[config.mk]
export PLATFORM = sky130hd
export DESIGN_NAME = multi_channel_clock_divider
export DESIGN_NICKNAME = d
export VERILOG_FILES = /design/src/rtl/multi_channel_clock_divider.sv
export SDC_FILE = /design/constraint.sdc
export NUM_CORES = 1
export LEC_CHECK = 0
export BUFFER_PORTS_ARGS = -buffer_cell sky130_fd_sc_hd__buf_2
export CORE_AREA = 3 3 324 198
export CTS_CLUSTER_SIZE = 25
export DETAILED_ROUTE_END_ITERATION = 6
export DIE_AREA = 0 0 327 201
export SLEW_MARGIN = 0
export SYNTH_ARGS = -nofsm -noshare
export SYNTH_HDL_FRONTEND = slang
export SYNTH_SLANG_ARGS = --single-unit
export TNS_END_PERCENT = 1
[constraint.sdc]
create_clock -name CLOCK_IN -period 4.2 [get_ports CLOCK_IN]
set_clock_uncertainty 0.1 [all_clocks]
set_input_delay 1.05 -clock CLOCK_IN [delete_from_list [all_inputs] [get_ports CLOCK_IN]]
set_output_delay 1.05 -clock CLOCK_IN [all_outputs]
set_load 0.02 [all_outputs]
[src/rtl/multi_channel_clock_divider.sv]
// N-channel programmable clock divider / PWM generator with double-buffered period, high-time and phase.
// Optional build macro CLKDIV_PHASE_EN enables per-channel phase offset storage.
module multi_channel_clock_divider #(
    parameter int NUM_CH        = 4,
    parameter int COUNTER_WIDTH = 26,
    parameter int CH_SEL_W      = (NUM_CH > 1) ? $clog2(NUM_CH) : 1
) (
    input  logic                     CLOCK_IN,
    input  logic                     async_reset,
    input  logic                     cfg_we,
    input  logic [CH_SEL_W-1:0]      cfg_ch,
    input  logic [COUNTER_WIDTH-1:0] cfg_divider,
    input  logic [COUNTER_WIDTH-1:0] cfg_high,
    input  logic [COUNTER_WIDTH-1:0] cfg_phase,
    input  logic [NUM_CH-1:0]        ch_enable,
    input  logic                     sync_restart,
    output logic [NUM_CH-1:0]        CLOCK_OUT,
    output logic [NUM_CH-1:0]        PERIOD_TICK,
    output logic [NUM_CH-1:0]        cfg_pending
);

`ifndef CLKDIV_PHASE_EN
    logic w_unused_phase;
    assign w_unused_phase = ^cfg_phase;
`endif

    for (genvar i = 0; i < NUM_CH; i++) begin : g_ch
        logic [COUNTER_WIDTH-1:0] r_sh_d, r_sh_h, r_act_d, r_act_h, r_cnt;
        logic                     r_pend, r_clk, r_tick;
        logic                     w_wr, w_en, w_wrap, w_load;
        logic [COUNTER_WIDTH-1:0] w_eff_sh, w_eff_act, w_eff_cm;

`ifdef CLKDIV_PHASE_EN
        logic [COUNTER_WIDTH-1:0] r_sh_p, r_act_p;
        // A phase outside the period would never reach the wrap compare, so fall back to 0.
        assign w_eff_sh  = (r_sh_p < r_sh_d) ? r_sh_p : '0;
        assign w_eff_act = (r_act_p < r_act_d) ? r_act_p : '0;
`else
        assign w_eff_sh  = '0;
        assign w_eff_act = '0;
`endif

        assign w_wr   = cfg_we && (cfg_ch == CH_SEL_W'(i));
        assign w_en   = ch_enable[i];
        assign w_wrap = (r_act_d != '0) && (r_cnt == r_act_d - 1'b1);
        // Shadow moves to active while idle, or at a restart / stopped / period boundary.
        assign w_load = !w_en || (r_pend && (sync_restart || (r_act_d == '0) || w_wrap));
        assign w_eff_cm = w_load ? w_eff_sh : w_eff_act;

        always_ff @(negedge CLOCK_IN or negedge async_reset) begin
            if (!async_reset) begin
                r_sh_d  <= '0;
                r_sh_h  <= '0;
                r_act_d <= '0;
                r_act_h <= '0;
                r_cnt   <= '0;
                r_pend  <= 1'b0;
                r_clk   <= 1'b0;
                r_tick  <= 1'b0;
`ifdef CLKDIV_PHASE_EN
                r_sh_p  <= '0;
                r_act_p <= '0;
`endif
            end else begin
                if (w_load) begin
                    r_act_d <= r_sh_d;
                    r_act_h <= r_sh_h;
`ifdef CLKDIV_PHASE_EN
                    r_act_p <= r_sh_p;
`endif
                end
                if (w_wr) begin
                    r_sh_d <= cfg_divider;
                    r_sh_h <= cfg_high;
`ifdef CLKDIV_PHASE_EN
                    r_sh_p <= cfg_phase;
`endif
                    r_pend <= 1'b1;
                end else if (w_load) begin
                    r_pend <= 1'b0;
                end

                r_clk  <= w_en && (r_act_d != '0) && (r_cnt < r_act_h);
                r_tick <= 1'b0;
                if (!w_en || sync_restart) begin
                    r_cnt <= w_eff_cm;
                end else if (r_act_d == '0) begin
                    r_cnt <= '0;
                end else if (w_wrap) begin
                    r_cnt  <= '0;
                    r_tick <= 1'b1;
                end else begin
                    r_cnt <= r_cnt + 1'b1;
                end
            end
        end

        assign CLOCK_OUT[i]   = r_clk;
        assign PERIOD_TICK[i] = r_tick;
        assign cfg_pending[i] = r_pend;
    end

endmodule

[Word level (Yosys, flattened, before mapping)]
Cells that the tools add are included.
Widths: inputs -> output; s select.
Storage, ports and cells
  flip-flop bits (word level): 532
  bits in latches: 0
  bits in writable memories: 0
  ROM bits: 0
  bits of input ports: 88
  output and inout port bits: 12
  word-level logic and storage cells: 136
  memories: 0
Cells by class
  $add $sub $neg: 8
  multiply operators: 0
  divide/modulo/power cells: 0
  magnitude comparators: 4
  equality and inequality tests: 7
  shift-type cells: 0
  muxes and demuxes: 32
  bitwise operators: 0
  reduce and logical (&&, ||, !) cells: 53
Operator list (number)
  $mux 26: 12
  $add 26x1->26 const B: 4
  $eq 26x26->1: 4
  $logic_not 26->1: 4
  $lt 26x26->1: 4
  $reduce_bool 26->1: 4
  $sub 26x1->26 const B: 4
  $logic_and 1x1->1: 20
  $mux 1: 20
  $logic_or 1x1->1: 16
  $reduce_bool 2->1: 4
  $eq 2x2->1 const B: 2
  $logic_not 1->1: 4
  $eq 2x1->1 const B: 1
  $logic_not 2->1: 1

[Depth between registers and ports, before layout]
Gate-level depths: netlist (run 1).
  depth in word-level cells: 8
  depth in mapped cells: 14

==> flow_summary.json, run 1 <==
{
  "setup_viol": 73,
  "final_common_cell": "dfrtn_1",
  "grt_max_degree": 63,
  "synth.yosys.seq_area_share_pct": 48.2,
  "power_density_mw_per_mm2": 491,
  "synth_flop_cell": "dfrtn_1",
  "place_congestion": 0.891,
  "syn_avg_cell_area_um2": 12.0,
  "fin_ws_ps": -218,
  "rows": 70,
  "stdcell_count": 3294,
  "hold_class": "flip-flop to flip-flop",
  "boundaryPins": 100,
  "die_x_um": 327,
  "hold_buffers": 0,
  "overflow": 0,
  "seq_area_mm2": 0.0133,
  "placed_cells": 3196,
  "final_antenna_net_count": 0,
  "cts_made_buffers": 51,
  "nFillCells": 5318,
  "dr_wl_met3_um": 6200,
  "crit_fanout": 2,
  "ys_ff_latch": 532,
  "cts_tree": "done",
  "hold_start": "g_ch[3].r_sh_d[9]",
  "drt-met1-wl_um": 34700,
  "antenna_found_initial": 30,
  "clockBufferDepth": 3,
  "via_per_inst": 5.57,
  "max_stage_delay_ps": 450,
  "maxCapViolCount": 0,
  "drc": 0,
  "violations": "negative setup slack",
  "via_count": 18400,
  "crit_type": "flip-flop to output pin",
  "place_hpwl_um": 53300,
  "synthCells": 2308,
  "tightest_slew_ps": 736,
  "clk_pin_slew_ps": 50,
  "synth_nets": 2508,
  "drt_iter0_markers": 1730,
  "core-area_mm2": 0.0610,
  "cts_max_level": 2,
  "fin_hold_ws_ps": 342,
  "synth_edf_count": 0,
  "synth_warnings": 0,
  "numClockSinks": 532,
  "syn-cell-area_mm2": 0.0276,
  "floorplan.initialDensity_pct": 45.3,
  "cpLargestDelayFamily": "flip-flops",
  "worstReg2RegStart": "g_ch[3].r_act_d[1]",
  "layout.nets": 2624,
  "grt_pass1_wl_um": 113000,
  "async_flop_share_pct": 100,
  "cp-start-kind": "flip-flop",
  "syn2layout_area_growth_pct": 13.9,
  "timing.critical_path.buf_inv": 1,
  "clk_latency_ps": 580,
  "power_leakage_uw": 0.0143,
  "status": "complete, but fails checks",
  "avgRoutedWirePerCell_um": 22.2,
  "layout-drive-gt1-share_pct": 28.3,
  "grt_pass1_vias": 18500,
  "ys_types": 78,
  "total_power_uw": 15400,
  "first_pass_iters": 5,
  "startpoint": "g_ch[0].r_pend",
  "cp_data_arrival_time_ps": 3270,
  "cp-end-kind": "output pin",
  "ir_drop_mv": 0.274,
  "port_buffers": 73,
  "fp.dieH_um": 201,
  "drv_slew": 0,
  "root_buffer": "clkbuf_16",
  "slew-limit-headroom_pct": 50.5,
  "cp_slowest_cell": "dfrtn_1",
  "grtUsageTotal_pct": 22.4,
  "critical_path_required_ps": 3050,
  "highest-signal-layer": "met5",
  "post-place-ws_ps": -807,
  "wl_um": 73100,
  "multi_input_area_mm2": 0.0132,
  "wl_met2_um": 29500,
  "hold_violations": 0,
  "critical_path.cell_chain": "buf_6",
  "rsz0062_at_grt": "yes",
  "dieArea_mm2": 0.0657,
  "layout.cells.most_common_list": "dfrtn_1 (532), mux2_2 (266), nor2_1 (167)"
}
-- cells in the mapped netlist (all sizes together) (43+ instances only) --
| master | n | area, µm² |
|---|---|---|
| a21oi | 44 | 220 |
| nand4 | 43 | 275 |
| inv | 131 | 492 |
| clkbuf | 56 | 210 |
| dfrtn | 532 | 13300 |
| nand3 | 68 | 340 |
| xor2 | 93 | 815 |
| nor2 | 167 | 627 |
| mux2 | 417 | 5260 |
| xnor2 | 131 | 1150 |
| nand2 | 64 | 243 |
| buf | 46 | 423 |
| ha | 112 | 1400 |
-- what timing repair did --
| item | CTS | global route |
|---|---|---|
| setup buffers | 3 | 0 |
| resized for setup | 32 | 2 |
| pin swaps | 0 | 1 |
| endpoints found under the setup margin | 220 | 160 |
-- final timing paths --
path                            depth (start not counted)  slack, ps             endpoint
worst max-delay path                                    1       -220       cfg_pending[0]
worst min-delay path                                    1        340   g_ch[3].r_act_d[9]
worst max register to register                         11        250  g_ch[3].r_act_d[25]
worst min register to register                          1        340   g_ch[3].r_act_d[9]
max in group asynchronous                               3       1050   g_ch[3].r_act_h[1]
min in group asynchronous                               1       2270   g_ch[1].r_sh_d[12]
-- through the flow --
stage,cell area (µm²),utilization [%],setup TNS (ps)
2_1_floorplan,27700,-,-122330
3_3_place_gp,29500,48.3,-211350
3_5_place_dp,29500,48.3,-220540
4_1_cts,31500,51.5,-3150
5_1_grt,31500,51.5,-5180
6_report,31500,51.5,-4040
-- cells by family after synthesis --
kind of cell | synth area share [%]
buffers and inverters | 4.07
DFF | 48.2
and+or+nand+nor | 11.0
xor gates and xnor gates | 7.18
adders and majority gates | 5.07
AOI/OAI and AO/OA | 5.07
muxes | 19.4
-- layout make-up --
| cell class | count | share of cell area [%] |
|---|---|---|
| clock buffer | 69 | 4.66 |
| clock inverter | 25 | 1.19 |
| antenna | 1 | 0.00795 |
| multi-input combinational | 1543 | 42.1 |
| inverter | 131 | 1.60 |
| timing repair buffer | 165 | 4.86 |
| sequential | 532 | 42.3 |
| tap | 828 | 3.29 |
-- metal layers --
layer / GRT usage [%] / vias up
met5: 0 / -
met4: 7.36 / 4
met3: 5.37 / 146
met2: 30.7 / 600
met1: 34.2 / 9227
li1: - / 8374
-- state kept, by name (all words and copies together) (netlist names) --
name          count
g_ch.r_act_d    104
g_ch.r_act_h    104
g_ch.r_cnt      104
g_ch.r_sh_d     104
g_ch.r_sh_h     104
g_ch.r_clk        4
g_ch.r_pend       4
g_ch.r_tick       4
-- report_power, final --
part / switching (µW) / internal, µW / leakage [µW]
registers: 896 / 6180 / 0.00654
clock network: 2090 / 3000 / 0.000907
logic: 1450 / 1830 / 0.00687
total: 4430 / 11000 / 0.0143
Power figures use the tool's default switching activity.
==> run 2, diff against run 1 <==
--- a/config.mk
+++ b/config.mk
@@ -5,11 +5,12 @@
 export SDC_FILE = /design/constraint.sdc
 export NUM_CORES = 1
 export LEC_CHECK = 0
-export BUFFER_PORTS_ARGS = -buffer_cell sky130_fd_sc_hd__buf_2
-export CORE_AREA = 3 3 324 198
+export BUFFER_PORTS_ARGS = -buffer_cell sky130_fd_sc_hd__clkbuf_2
+export CORE_AREA = 3 3 294 180
 export CTS_CLUSTER_SIZE = 25
 export DETAILED_ROUTE_END_ITERATION = 6
-export DIE_AREA = 0 0 327 201
+export DIE_AREA = 0 0 297 183
+export PLACE_DENSITY = 0.74
 export SLEW_MARGIN = 0
 export SYNTH_ARGS = -nofsm -noshare
 export SYNTH_HDL_FRONTEND = slang
==> constraint.sdc (replaced) <==
create_clock -name CLOCK_IN -period 3.6 [get_ports CLOCK_IN]
set_clock_uncertainty 0.1 [all_clocks]
set_input_delay 0.9 -clock CLOCK_IN [delete_from_list [all_inputs] [get_ports CLOCK_IN]]
set_output_delay 0.9 -clock CLOCK_IN [all_outputs]
set_load 0.02 [all_outputs]
==> run 2 against run 1 <==
  * The flow still finishes with violations (negative setup slack)
  * Critical path type is now input port to flip-flop
  * Largest power group unchanged
  * Clock power grew 5.3%
  * Flip-flop and latch count is the same
  * Wire length grew 5.1%
  * Critical endpoint is now g_ch[2].r_act_h[2]
  * Combinational power grew 43%
  * Non-clock buffer count grew 114
  * Power grew 18%
  * Sequential power grew 15%
  * Via count grew 4.5%
  * Worst hold slack lost 4.5 ps
==> flow_summary.json, run 2 (synthesis gave the netlist of run 1 again) <==
{
  "nFillCells": 3834,
  "place_congestion": 0.917,
  "cts_tree": "done",
  "fin_util_pct": 63.8,
  "final_antenna_net_count": 0,
  "maxCapViolCount": 0,
  "syn2layout_area_growth_pct": 16.8,
  "floorplan.initialDensity_pct": 54.6,
  "drv_slew": 0,
  "boundaryPins": 100,
  "dieArea_mm2": 0.0544,
  "layout.cells.most_common_list": "dfrtn_1 (532), mux2_2 (262), nor2_1 (165)",
  "tightest_slew_ps": 768,
  "layout-drive-gt1-share_pct": 31.9,
  "core-area_mm2": 0.0506,
  "violations": "negative setup slack",
  "overflow": 0,
  "layout.nets": 2736,
  "avgRoutedWirePerCell_um": 23.5,
  "grt_pass1_vias": 18800,
  "slew-limit-headroom_pct": 48.3,
  "via_per_inst": 5.87,
  "drt_iter0_markers": 1835,
  "rows": 64,
  "total_power_uw": 18200,
  "setup_viol": 220,
  "clk_pin_slew_ps": 50,
  "port_buffers": 73,
  "power_leakage_uw": 0.0149,
  "die_x_um": 297,
  "cp-end-kind": "flip-flop",
  "fp.dieH_um": 183,
  "root_buffer": "clkbuf_16",
  "fin_hold_ws_ps": 337,
  "ir_drop_mv": 0.388,
  "drc": 0,
  "final_common_cell": "dfrtn_1",
  "rsz0062_at_grt": "yes",
  "grt_pass1_wl_um": 116000,
  "first_pass_iters": 5,
  "crit_fanout": 8,
  "clk_latency_ps": 570,
  "hold_class": "flip-flop to flip-flop",
  "cp-start-kind": "input port",
  "power_density_mw_per_mm2": 564,
  "fin_ws_ps": -374,
  "cp_data_arrival_time_ps": 2470,
  "grtUsageTotal_pct": 28.0,
  "clockBufferDepth": 3,
  "place_hpwl_um": 56500,
  "post-place-ws_ps": -909,
  "wl_um": 76800,
  "antenna_found_initial": 17,
  "grt_max_degree": 42,
  "crit_type": "input port to flip-flop",
  "status": "complete, but fails checks",
  "cts_made_buffers": 49,
  "hold_buffers": 0,
  "cts_max_level": 2,
  "via_count": 19200,
  "hold_violations": 0,
  "critical_path_required_ps": 2100,
  "numClockSinks": 532
}
[run 2: cell types whose count changed in the layout (fill, tap and decap cells not counted), sizes merged]
cell      change
clkbuf       +77
bufinv        -5
clkinv        -2
buf          +40
clkinvlp      -2
diode         +1
[run 2: worst paths after layout]
path	start	to	slack (ps)	cells after the start
max in group asynchronous	async_reset	g_ch[0].r_cnt[24]	930	3
max reg2reg	g_ch[2].r_act_d[1]	g_ch[2].r_act_h[2]	-280	13
max	sync_restart	g_ch[2].r_act_h[2]	-370	5
min reg2reg	g_ch[2].r_sh_h[0]	g_ch[2].r_act_h[0]	340	1
min in group asynchronous	async_reset	g_ch[1].r_sh_d[4]	1750	1
min	g_ch[2].r_sh_h[0]	g_ch[2].r_act_h[0]	340	1
[run 2: metrics by stage]
| step | setup TNS [ps] | cell area [µm²] | cells |
|---|---|---|---|
| 2_1_floorplan | -191860 | 27700 | 2308 |
| 3_3_place_gp | -298060 | 30200 | 3172 |
| 3_5_place_dp | -304160 | 30200 | 3172 |
| 4_1_cts | -30510 | 32100 | 3262 |
| 5_1_grt | -44380 | 32300 | 3266 |
| 6_report | -40580 | 32300 | 3268 |
[run 2: final cells by class]
type / instances / area (µm²) / share of cell area, %
inverters: 131 / 504 / 1.56
diodes: 2 / 5.00 / 0.0155
multi-input cells: 1543 / 13400 / 41.5
repair buffers: 279 / 2560 / 7.93
well taps: 693 / 867 / 2.69
clock inverters: 16 / 188 / 0.581
flip-flops and latches: 532 / 13300 / 41.2
clock buffers: 72 / 1440 / 4.47
[run 2: critical path, cell delays in order]
cell and delay [ps]:
clkbuf_16 140, or4_4 570, o21ai_4 260, clkbuf_16 290, mux2_4 290
[run 2: routing by layer]
layer,global-route usage (%),up-vias,share of wire [%]
li1,-,8574,-
met1,44.6,9703,48
met2,37.7,783,39
met3,7.55,106,11
met4,6.38,6,2.3
met5,0,-,0.047
[run 2: repair_timing]
item                                    in CTS  in global routing
pin swaps                                    2                  5
resized for setup                           50                 22
buffers inserted                             2                  1
cloned                                       0                  3
endpoints found under the setup margin     247                272
[run 2: report_power, final]
group	internal (µW)	switching, µW	leakage, µW
clock	3060	2300	0.000813
combinational	2510	2190	0.00756
sequential	7210	942	0.00654
